[src/rtl/electronic_voting_machine_if.sv]
// Ballot and result bundle between the button front-end, the tallier and the display.
interface electronic_voting_machine_if #(parameter int CNT_W = 8);
  logic             c1;
  logic             c2;
  logic             c3;
  logic             endVoting;
  logic [CNT_W-1:0] count_c1;
  logic [CNT_W-1:0] count_c2;
  logic [CNT_W-1:0] count_c3;
  logic [1:0]       winner;
  logic             c1_tie_c2;
  logic             c2_tie_c3;
  logic             c1_tie_c3;

  modport master (
    output c1, c2, c3, endVoting,
    input  count_c1, count_c2, count_c3, winner, c1_tie_c2, c2_tie_c3, c1_tie_c3
  );

  modport slave (
    input  c1, c2, c3, endVoting,
    output count_c1, count_c2, count_c3, winner, c1_tie_c2, c2_tie_c3, c1_tie_c3
  );
endinterface

[src/rtl/electronic_voting_machine.sv]
// Three-candidate saturating vote tallier with end-of-poll winner and tie flags.
// Optional pairwise tie flags are built only when EVM_TIE_FLAGS_EN is defined.
module electronic_voting_machine #(
  parameter int CNT_W = 8
) (
  input logic                        clk,
  input logic                        rst,
  electronic_voting_machine_if.slave bus
);

  typedef enum logic {OPEN, CLOSED} poll_e;

  poll_e            state_q, state_d;
  logic [2:0]       prev_q;
  logic [2:0]       lvl;
  logic [2:0]       rise;
  logic [CNT_W-1:0] cnt_q [3];
  logic [CNT_W-1:0] cnt_d [3];
  logic [1:0]       win;

  assign lvl  = {bus.c3, bus.c2, bus.c1};
  assign rise = lvl & ~prev_q;

  always_ff @(posedge clk or negedge rst) begin
    if (!rst) begin
      state_q <= OPEN;
      prev_q  <= '0;
      for (int i = 0; i < 3; i++) cnt_q[i] <= '0;
    end else begin
      state_q <= state_d;
      prev_q  <= lvl;
      for (int i = 0; i < 3; i++) cnt_q[i] <= cnt_d[i];
    end
  end

  // A ballot with more than one rising button is discarded entirely.
  always_comb begin
    state_d = state_q;
    cnt_d   = cnt_q;
    if (state_q == OPEN) begin
      if (bus.endVoting) state_d = CLOSED;
      if ($onehot(rise)) begin
        for (int i = 0; i < 3; i++) begin
          if (rise[i] && (cnt_q[i] != {CNT_W{1'b1}})) cnt_d[i] = cnt_q[i] + CNT_W'(1);
        end
      end
    end
  end

  always_comb begin
    win = 2'd0;
    if (state_q == CLOSED) begin
      if ((cnt_q[0] > cnt_q[1]) && (cnt_q[0] > cnt_q[2]))      win = 2'd1;
      else if ((cnt_q[1] > cnt_q[0]) && (cnt_q[1] > cnt_q[2])) win = 2'd2;
      else if ((cnt_q[2] > cnt_q[0]) && (cnt_q[2] > cnt_q[1])) win = 2'd3;
    end
  end

  assign bus.count_c1 = cnt_q[0];
  assign bus.count_c2 = cnt_q[1];
  assign bus.count_c3 = cnt_q[2];
  assign bus.winner   = win;

`ifdef EVM_TIE_FLAGS_EN
  logic [CNT_W-1:0] max_cnt;

  always_comb begin
    max_cnt = cnt_q[0];
    if (cnt_q[1] > max_cnt) max_cnt = cnt_q[1];
    if (cnt_q[2] > max_cnt) max_cnt = cnt_q[2];
  end

  // Equal pair tied for first; zero is excluded so an empty poll shows no tie.
  assign bus.c1_tie_c2 = (state_q == CLOSED) && (cnt_q[0] == cnt_q[1]) &&
                         (cnt_q[0] == max_cnt) && (cnt_q[0] != '0);
  assign bus.c2_tie_c3 = (state_q == CLOSED) && (cnt_q[1] == cnt_q[2]) &&
                         (cnt_q[1] == max_cnt) && (cnt_q[1] != '0);
  assign bus.c1_tie_c3 = (state_q == CLOSED) && (cnt_q[0] == cnt_q[2]) &&
                         (cnt_q[0] == max_cnt) && (cnt_q[0] != '0);
`else
  assign bus.c1_tie_c2 = 1'b0;
  assign bus.c2_tie_c3 = 1'b0;
  assign bus.c1_tie_c3 = 1'b0;
`endif

endmodule

[src/flat_wrapper.sv]
// flat-port wrapper written by rule: the top's interface ports become plain ports
module electronic_voting_machine_flat 
#(
  parameter int CNT_W = 8
)
  (clk, rst, bus_c1, bus_c2, bus_c3, bus_endVoting, bus_count_c1, bus_count_c2, bus_count_c3, bus_winner, bus_c1_tie_c2, bus_c2_tie_c3, bus_c1_tie_c3);
  electronic_voting_machine_if #(.CNT_W(CNT_W)) bus_i ();
  input logic clk;
  input logic rst;
  input wire logic [$bits(bus_i.c1)-1:0] bus_c1;
  input wire logic [$bits(bus_i.c2)-1:0] bus_c2;
  input wire logic [$bits(bus_i.c3)-1:0] bus_c3;
  input wire logic [$bits(bus_i.endVoting)-1:0] bus_endVoting;
  output wire logic [$bits(bus_i.count_c1)-1:0] bus_count_c1;
  output wire logic [$bits(bus_i.count_c2)-1:0] bus_count_c2;
  output wire logic [$bits(bus_i.count_c3)-1:0] bus_count_c3;
  output wire logic [$bits(bus_i.winner)-1:0] bus_winner;
  output wire logic [$bits(bus_i.c1_tie_c2)-1:0] bus_c1_tie_c2;
  output wire logic [$bits(bus_i.c2_tie_c3)-1:0] bus_c2_tie_c3;
  output wire logic [$bits(bus_i.c1_tie_c3)-1:0] bus_c1_tie_c3;
  assign bus_i.c1 = bus_c1;
  assign bus_i.c2 = bus_c2;
  assign bus_i.c3 = bus_c3;
  assign bus_i.endVoting = bus_endVoting;
  assign bus_count_c1 = bus_i.count_c1;
  assign bus_count_c2 = bus_i.count_c2;
  assign bus_count_c3 = bus_i.count_c3;
  assign bus_winner = bus_i.winner;
  assign bus_c1_tie_c2 = bus_i.c1_tie_c2;
  assign bus_c2_tie_c3 = bus_i.c2_tie_c3;
  assign bus_c1_tie_c3 = bus_i.c1_tie_c3;
  electronic_voting_machine #(.CNT_W(CNT_W)) u_core (.clk(clk), .rst(rst), .bus(bus_i));
endmodule
[config.mk]
export PLATFORM = sky130hd
export DESIGN_NAME = electronic_voting_machine_flat
export DESIGN_NICKNAME = d
export VERILOG_FILES = /design/src/rtl/electronic_voting_machine_if.sv /design/src/rtl/electronic_voting_machine.sv /design/src/flat_wrapper.sv
export SDC_FILE = /design/constraint.sdc
export NUM_CORES = 1
export LEC_CHECK = 0
export CAP_MARGIN = 20
export CORE_MARGIN = 4
export CORE_UTILIZATION = 56
export DETAILED_ROUTE_END_ITERATION = 8
export PLACE_DENSITY = 0.85
export REMOVE_ABC_BUFFERS = 1
export SYNTH_ARGS = -nofsm -noshare
export SYNTH_HDL_FRONTEND = slang
export SYNTH_SLANG_ARGS = --single-unit
[constraint.sdc]
create_clock -name clk -period 3.95 [get_ports clk]
set_clock_uncertainty 0.15 [all_clocks]
set_input_delay 0.395 -clock clk [delete_from_list [all_inputs] [get_ports clk]]
set_output_delay 0.395 -clock clk [all_outputs]
set_load 0.1 [all_outputs]
==> results of run 1 <==
-- power by group through the flow --
stage / Sequential (mW) / Clock [mW] / Combinational [mW]
global route: 0.314 / 0.162 / 0.175
global placement: 0.316 / 0 / 0.156
finish: 0.311 / 0.146 / 0.162
detailed placement: 0.317 / 0 / 0.162
CTS: 0.312 / 0.146 / 0.163
floorplan: 0.378 / 0 / 0.0530
-- metal layers --
layer	track usage [%]	vias up	part of all wire, %
met2	42.4	37	51
li1	-	698	-
met1	29.6	715	44
met4	5.96	0	1.2
met5	0	-	0
met3	2.95	7	3.9
-- sequential cells by signal (all words and copies together) (netlist names) --
signal               flops
u_core.state_q           1
u_core.bus.count_c2      8
u_core.prev_q            3
u_core.bus.count_c1      8
u_core.bus.count_c3      8
-- synth_stat cells --
master and instances:
ha_1 27, and2_1 1, or2_2 1, a31oi_4 1, and4_4 1, nand3_1 5, inv_1 17, nand4_1 10
conb_1 1, and3_2 1, nor4_1 1, mux2i_1 1, xor2_1 2, nand2_1 13, nor3_1 1, buf_4 3
nor2_1 8, nor3b_1 1, mux2_2 1, fa_1 1, o211ai_1 2, a2111oi_0 3, a21oi_1 10, nor2b_1 5
or3b_4 2, nor3b_2 1, o21a_1 2, o21ai_0 4, xnor2_1 19, and4_1 1, dfrtp_1 28, and3_1 5
-- worst paths after layout --
path	from	endpoint	slack, ns	cells past startpoint
max	u_core.bus.count_c3[1]$_DFFE_PN0P_	bus_winner[0]	0.52	9
min reg2reg	u_core.bus.count_c3[6]$_DFFE_PN0P_	u_core.bus.count_c3[6]$_DFFE_PN0P_	0.38	1
min	rst	u_core.state_q$_DFF_PN0_	0.26	2
max reg2reg	u_core.prev_q[0]$_DFF_PN0_	u_core.bus.count_c1[5]$_DFFE_PN0P_	1.15	8
max in group asynchronous	rst	u_core.bus.count_c2[5]$_DFFE_PN0P_	3.11	2
min in group clk	bus_c3	u_core.prev_q[2]$_DFF_PN0_	0.36	1
-- layout make-up --
class	instances	share of cell area, %
Sequential cell	28	31.4
Multi-Input combinational cell	133	46.9
Tap cell	44	2.47
Inverter	17	2.86
Timing Repair Buffer	34	14.7
Clock buffer	4	1.63
-- cell families (layout without fill, tap and decap cells) --
| kind of cell | count (synthesis) | count (layout) | synth area share, % |
|---|---|---|---|
| AO/OA/AOI/OAI | 22 | 22 | 8.09 |
| buffers and inverters | 20 | 55 | 4.73 |
| AND/OR/NAND/NOR | 57 | 57 | 17.7 |
| flip-flops | 28 | 28 | 38.4 |
| other | 1 | 3 | 0.206 |
| multiplexers | 2 | 2 | 1.17 |
| adder cells (fa/ha/maj) | 28 | 28 | 19.6 |
| XOR/XNOR | 21 | 21 | 10.1 |
-- worst max-delay path, delay by kind of cell, from the launching register on --
family                     cells  cell delay (ns)
buffers and inverters          2             0.37
adders and majority gates      1             0.31
and+or+nand+nor                2             0.38
DFF                            1             0.42
AOI/OAI and AO/OA              4             1.07
-- metrics by stage --
stage          area [um2]  std cells
2_1_floorplan        1810        178
3_3_place_gp         2190        256
3_5_place_dp         2190        256
4_1_cts              2230        260
5_1_grt              2230        260
6_report             2230        260
==> run_results.csv, run 1 <==
group,metric,value,unit
clock_tree,numCtsBuffers,3,
power,combPwrFrac,26.2,%
finish,finalNetCount,251,
critical_path,worst-setup-path-type,"reg -> out",
outcome,outcome,"finished, final reports clean",
critical_path,crit_required,3.40,ns
power,power_frac_clock,23.5,%
critical_path,worstPathArrival,2.89,ns
timing,tightest_slew,0.976,ns
detailed_routing,via_per_inst,5.60,
critical_path,crit_chain,"inv_1 > ha_1 > nor2b_1 > o211ai_1 > a21oi_1 > a2111oi_0 > and2_1 > o21a_1 > buf_4",
detailed_routing,remaining_drc_errors,0,
detailed_routing,wl_per_cell,16.3,um
power,internal_power,398,uW
yosys,ys_seq_area_share,38.4,%
placement,portBuffers,31,
yosys,synth.distinct_cells,32,
yosys,synth_warnings,0,
finish,final_cell_mix,"clkdlybuf4s50_1, dfrtp_1, ha_1",
power,sequentialPowerShare,50.3,%
detailed_routing,drtIter0Drc,74,
clock_tree,cts_num_sinks,28,
timing,period_needed,3.43,ns
job,drv_cap,0,
timing,slew_violations,0,
placement,pre_cts_slack,0.560,ns
timing,setup_tns,0,ns
finish,utilization,72.4,%
detailed_routing,route.vias.total,1457,
yosys,ys_ff_latch,28,
hold_path,hp-class,"in -> async",
critical_path,cp_slowest_cell,"a2111oi_0",
global_route,grt_use_total,23.5,%
timing,finalSetupViolCount,0,
die,fp.dieH,65.1,um
detailed_routing,first_pass_iters,4,
power,finalPower,619,uW
global_route,grt_max_degree,29,
finish,drive_gt1_share,7.87,%
yosys,synth_area,1820,um2
clock_tree,holdBufCountCts,0,
yosys,synth_area_per_cell,10.2,um2
global_route,grt_pass1_vias,1659,
yosys,synthCells,179,
timing,fmax,291,MHz
yosys,synth_area_leaders,"dfrtp_1, ha_1, xnor2_1",
finish,multiInputGateArea,1040,um2
finish,mostFrequentLayoutCell,"clkdlybuf4s50_1",
power,power_switching_share,35.7,%
die,fp-row-count,20,
finish,diodes,0,
die,pin_count,35,
clock_tree,post_cts_buffers,0,
timing,finalHoldViolCount,0,
detailed_routing,drt_wl_total,4.24,mm
global_route,grt_pass1_wl,7.73,mm
global_route,antenna_found_initial,0,
clock_tree,cts_resized,0,
yosys,synth_top_area_share,38.4,%
critical_path,slowest_delay,0.63,ns
timing,relSlewSlack,34.8,%
timing,setup_ws,0.517,ns
placement,place.gp.congestion,0.890,
clock_tree,clk_transition_reported_paths,0.16,ns
finish,nFillCells,248,
placement,dpl.hpwl,3.44,mm
clock_tree,clock_path_buffers,2,
power,pwr_density_cell,278,nW/um2
power,p_switching,221,uW
die,start_util,59.3,%
clock_tree,h-tree-depth,1,
clock_tree,cts-root-buf,"clkbuf_4",
die,core_area,3080,um2
finish,area_growth,22.2,%
critical_path,cp_max_fo,4,
detailed_routing,ant_nets,0,
timing,whs,0.265,ns
global_route,grt_overflow,0,
yosys,synth_top_area_cell,"dfrtp_1",
clock_tree,cts_tree,"done",
power,irDropWorstVdd,0.175,mV
critical_path,crit_path_start_kind,"flop",
timing,period_share,86.9,%
finish,regArea,701,um2
die,die_x,65.1,um
critical_path,cp-end-kind,"primary output",
die,die_area,4230,um2
timing,rsz0062_at_grt,"false",
power,p_leak,0.999,nW
clock_tree,insertion_delay,0.33,ns
Note: power is estimated with default switching activity, not from simulation.
==> run 2: changes to the inputs <==
Settings changed: CELL_PAD_IN_SITES_DETAIL_PLACEMENT set to 1, CELL_PAD_IN_SITES_GLOBAL_PLACEMENT set to 1, CORE_UTILIZATION 56 to 43, PLACE_DENSITY 0.85 to unset, PLACE_DENSITY_LB_ADDON set to 0.1, SLEW_MARGIN set to 30.
==> run_results.csv, run 2 (synthesis results as in run 1) <==
group,metric,value,unit
outcome,outcome,"finished, final reports clean",
die,fp-row-count,23,
die,core_area,4060,um2
critical_path,r2r_start,"u_core.prev_q[2]$_DFF_PN0_",
power,power_frac_clock,28.3,%
detailed_routing,wl_per_cell,17.4,um
finish,mostFrequentLayoutCell,"clkdlybuf4s50_1",
power,combPwrFrac,24.7,%
hold_path,hp-class,"in -> async",
global_route,grt_overflow,0,
timing,setup_ws,0.740,ns
finish,area_growth,23.6,%
clock_tree,cts_resized,0,
power,p_leak,1.01,nW
finish,fin_area,2250,um2
job,drv_cap,0,
global_route,grt_use_total,19.2,%
clock_tree,post_cts_buffers,0,
clock_tree,holdBufCountCts,0,
finish,diodes,0,
detailed_routing,first_pass_iters,4,
power,internal_power,431,uW
clock_tree,clk_transition_reported_paths,0.11,ns
clock_tree,insertion_delay,0.28,ns
die,fp.dieH,73.1,um
placement,dpl_cell_area,2200,um2
global_route,grt_pass1_wl,7.93,mm
critical_path,ff2ff_setup_slack,1.14,ns
detailed_routing,remaining_drc_errors,0,
detailed_routing,via_per_inst,5.33,
critical_path,worst-setup-path-type,"reg -> out",
timing,setup_tns,0,ns
power,pwr_density_cell,293,nW/um2
timing,fmax,312,MHz
die,start_util,45.0,%
placement,place.gp.congestion,0.802,
die,pin_count,35,
power,power_switching_share,34.8,%
power,finalPower,661,uW
critical_path,cp-end-kind,"primary output",
global_route,antenna_found_initial,0,
placement,portBuffers,31,
clock_tree,cts-root-buf,"clkbuf_8",
clock_tree,h-tree-depth,1,
critical_path,cp-startpoint,"u_core.bus.count_c3[1]$_DFFE_PN0P_",
finish,utilization,55.6,%
clock_tree,cts_num_sinks,28,
power,p_switching,230,uW
timing,finalHoldViolCount,0,
detailed_routing,route.vias.total,1418,
timing,period_share,81.3,%
critical_path,worstPathArrival,2.67,ns
detailed_routing,drt_wl_total,4.63,mm
global_route,grt_max_degree,29,
clock_tree,clock_path_buffers,2,
timing,finalSetupViolCount,0,
critical_path,crit_end,"bus_winner[1]",
finish,finalNetCount,251,
die,die_area,5350,um2
placement,dpl.hpwl,3.74,mm
timing,rsz0062_at_grt,"false",
power,irDropWorstVdd,0.212,mV
finish,final_cell_mix,"clkdlybuf4s50_1, dfrtp_1, ha_1",
clock_tree,cts_tree,"done",
finish,nFillCells,464,
detailed_routing,ant_nets,0,
critical_path,crit_required,3.40,ns
timing,period_needed,3.21,ns
detailed_routing,drtIter0Drc,40,
timing,slew_violations,0,
clock_tree,numCtsBuffers,3,
global_route,grt_pass1_vias,1633,
die,die_x,73.1,um
power,sequentialPowerShare,47.0,%
timing,tightest_slew,0.981,ns
timing,relSlewSlack,34.4,%
critical_path,rr_worst_depth,8,
critical_path,reg2reg_to,"u_core.bus.count_c1[7]$_DFFE_PN0P_",
critical_path,crit_path_start_kind,"flop",
placement,pre_cts_slack,0.559,ns
critical_path,cp_max_fo,4,
finish,drive_gt1_share,7.87,%
[run 2: cell types whose count changed in the layout (fill, tap and decap cells not counted)]
cell | previous run | this run
clkbuf_4 | 3 | 0
clkbuf_8 | 1 | 4
[run 2: layout make-up]
cell class,count,area (um2),area share (%)
Clock buffer,4,55.1,2.44
Inverter,17,63.8,2.83
Multi-Input combinational cell,133,1040,46.3
Sequential cell,28,701,31.1
Tap cell,50,62.6,2.77
Timing Repair Buffer,34,328,14.5
[run 2: through the flow]
stage | std cells | hold WS, ns
floorplan | 178 | -0.0506
global placement | 262 | 0.355
detailed placement | 262 | 0.377
CTS | 266 | 0.368
global route | 266 | 0.389
finish | 266 | 0.348
[run 2: worst max-delay path, stage by stage (launching register included)]
cell and delay [ns]:
dfrtp_1 0.39, inv_1 0.10, ha_1 0.32, nor2b_1 0.14
o211ai_1 0.18, a21oi_1 0.10, a2111oi_0 0.48, and2_1 0.23
o21a_1 0.16, buf_4 0.29
[run 2: worst min-delay path by stage]
stage                                        from                                 end  slack, ns  cells past startpoint
3_3_place_gp   u_core.bus.count_c3[7]$_DFFE_PN0P_  u_core.bus.count_c3[7]$_DFFE_PN0P_       0.36                      1
5_1_grt                                       rst          u_core.prev_q[2]$_DFF_PN0_       0.39                      2
3_5_place_dp   u_core.bus.count_c3[7]$_DFFE_PN0P_  u_core.bus.count_c3[7]$_DFFE_PN0P_       0.38                      1
2_1_floorplan                                 rst  u_core.bus.count_c1[0]$_DFFE_PN0P_      -0.05                      0
6_report                                      rst          u_core.prev_q[2]$_DFF_PN0_       0.35                      2
4_1_cts                                       rst          u_core.prev_q[2]$_DFF_PN0_       0.37                      2
[run 2: power by group through the flow]
stage	registers (mW)	clock network [mW]	logic (mW)
final	0.311	0.187	0.163
after global routing	0.314	0.208	0.175
after CTS	0.311	0.191	0.166
after detailed placement	0.317	0	0.164
after global placement	0.316	0	0.159
after floorplan	0.378	0	0.0530
[run 2: routing by layer]
layer	vias up	track usage, %	share of wire (%)
li1	692	-	-
met1	690	25.5	47
met2	27	32.4	48
met3	9	2.48	3.3
met4	0	5.94	1.7
met5	-	0	0
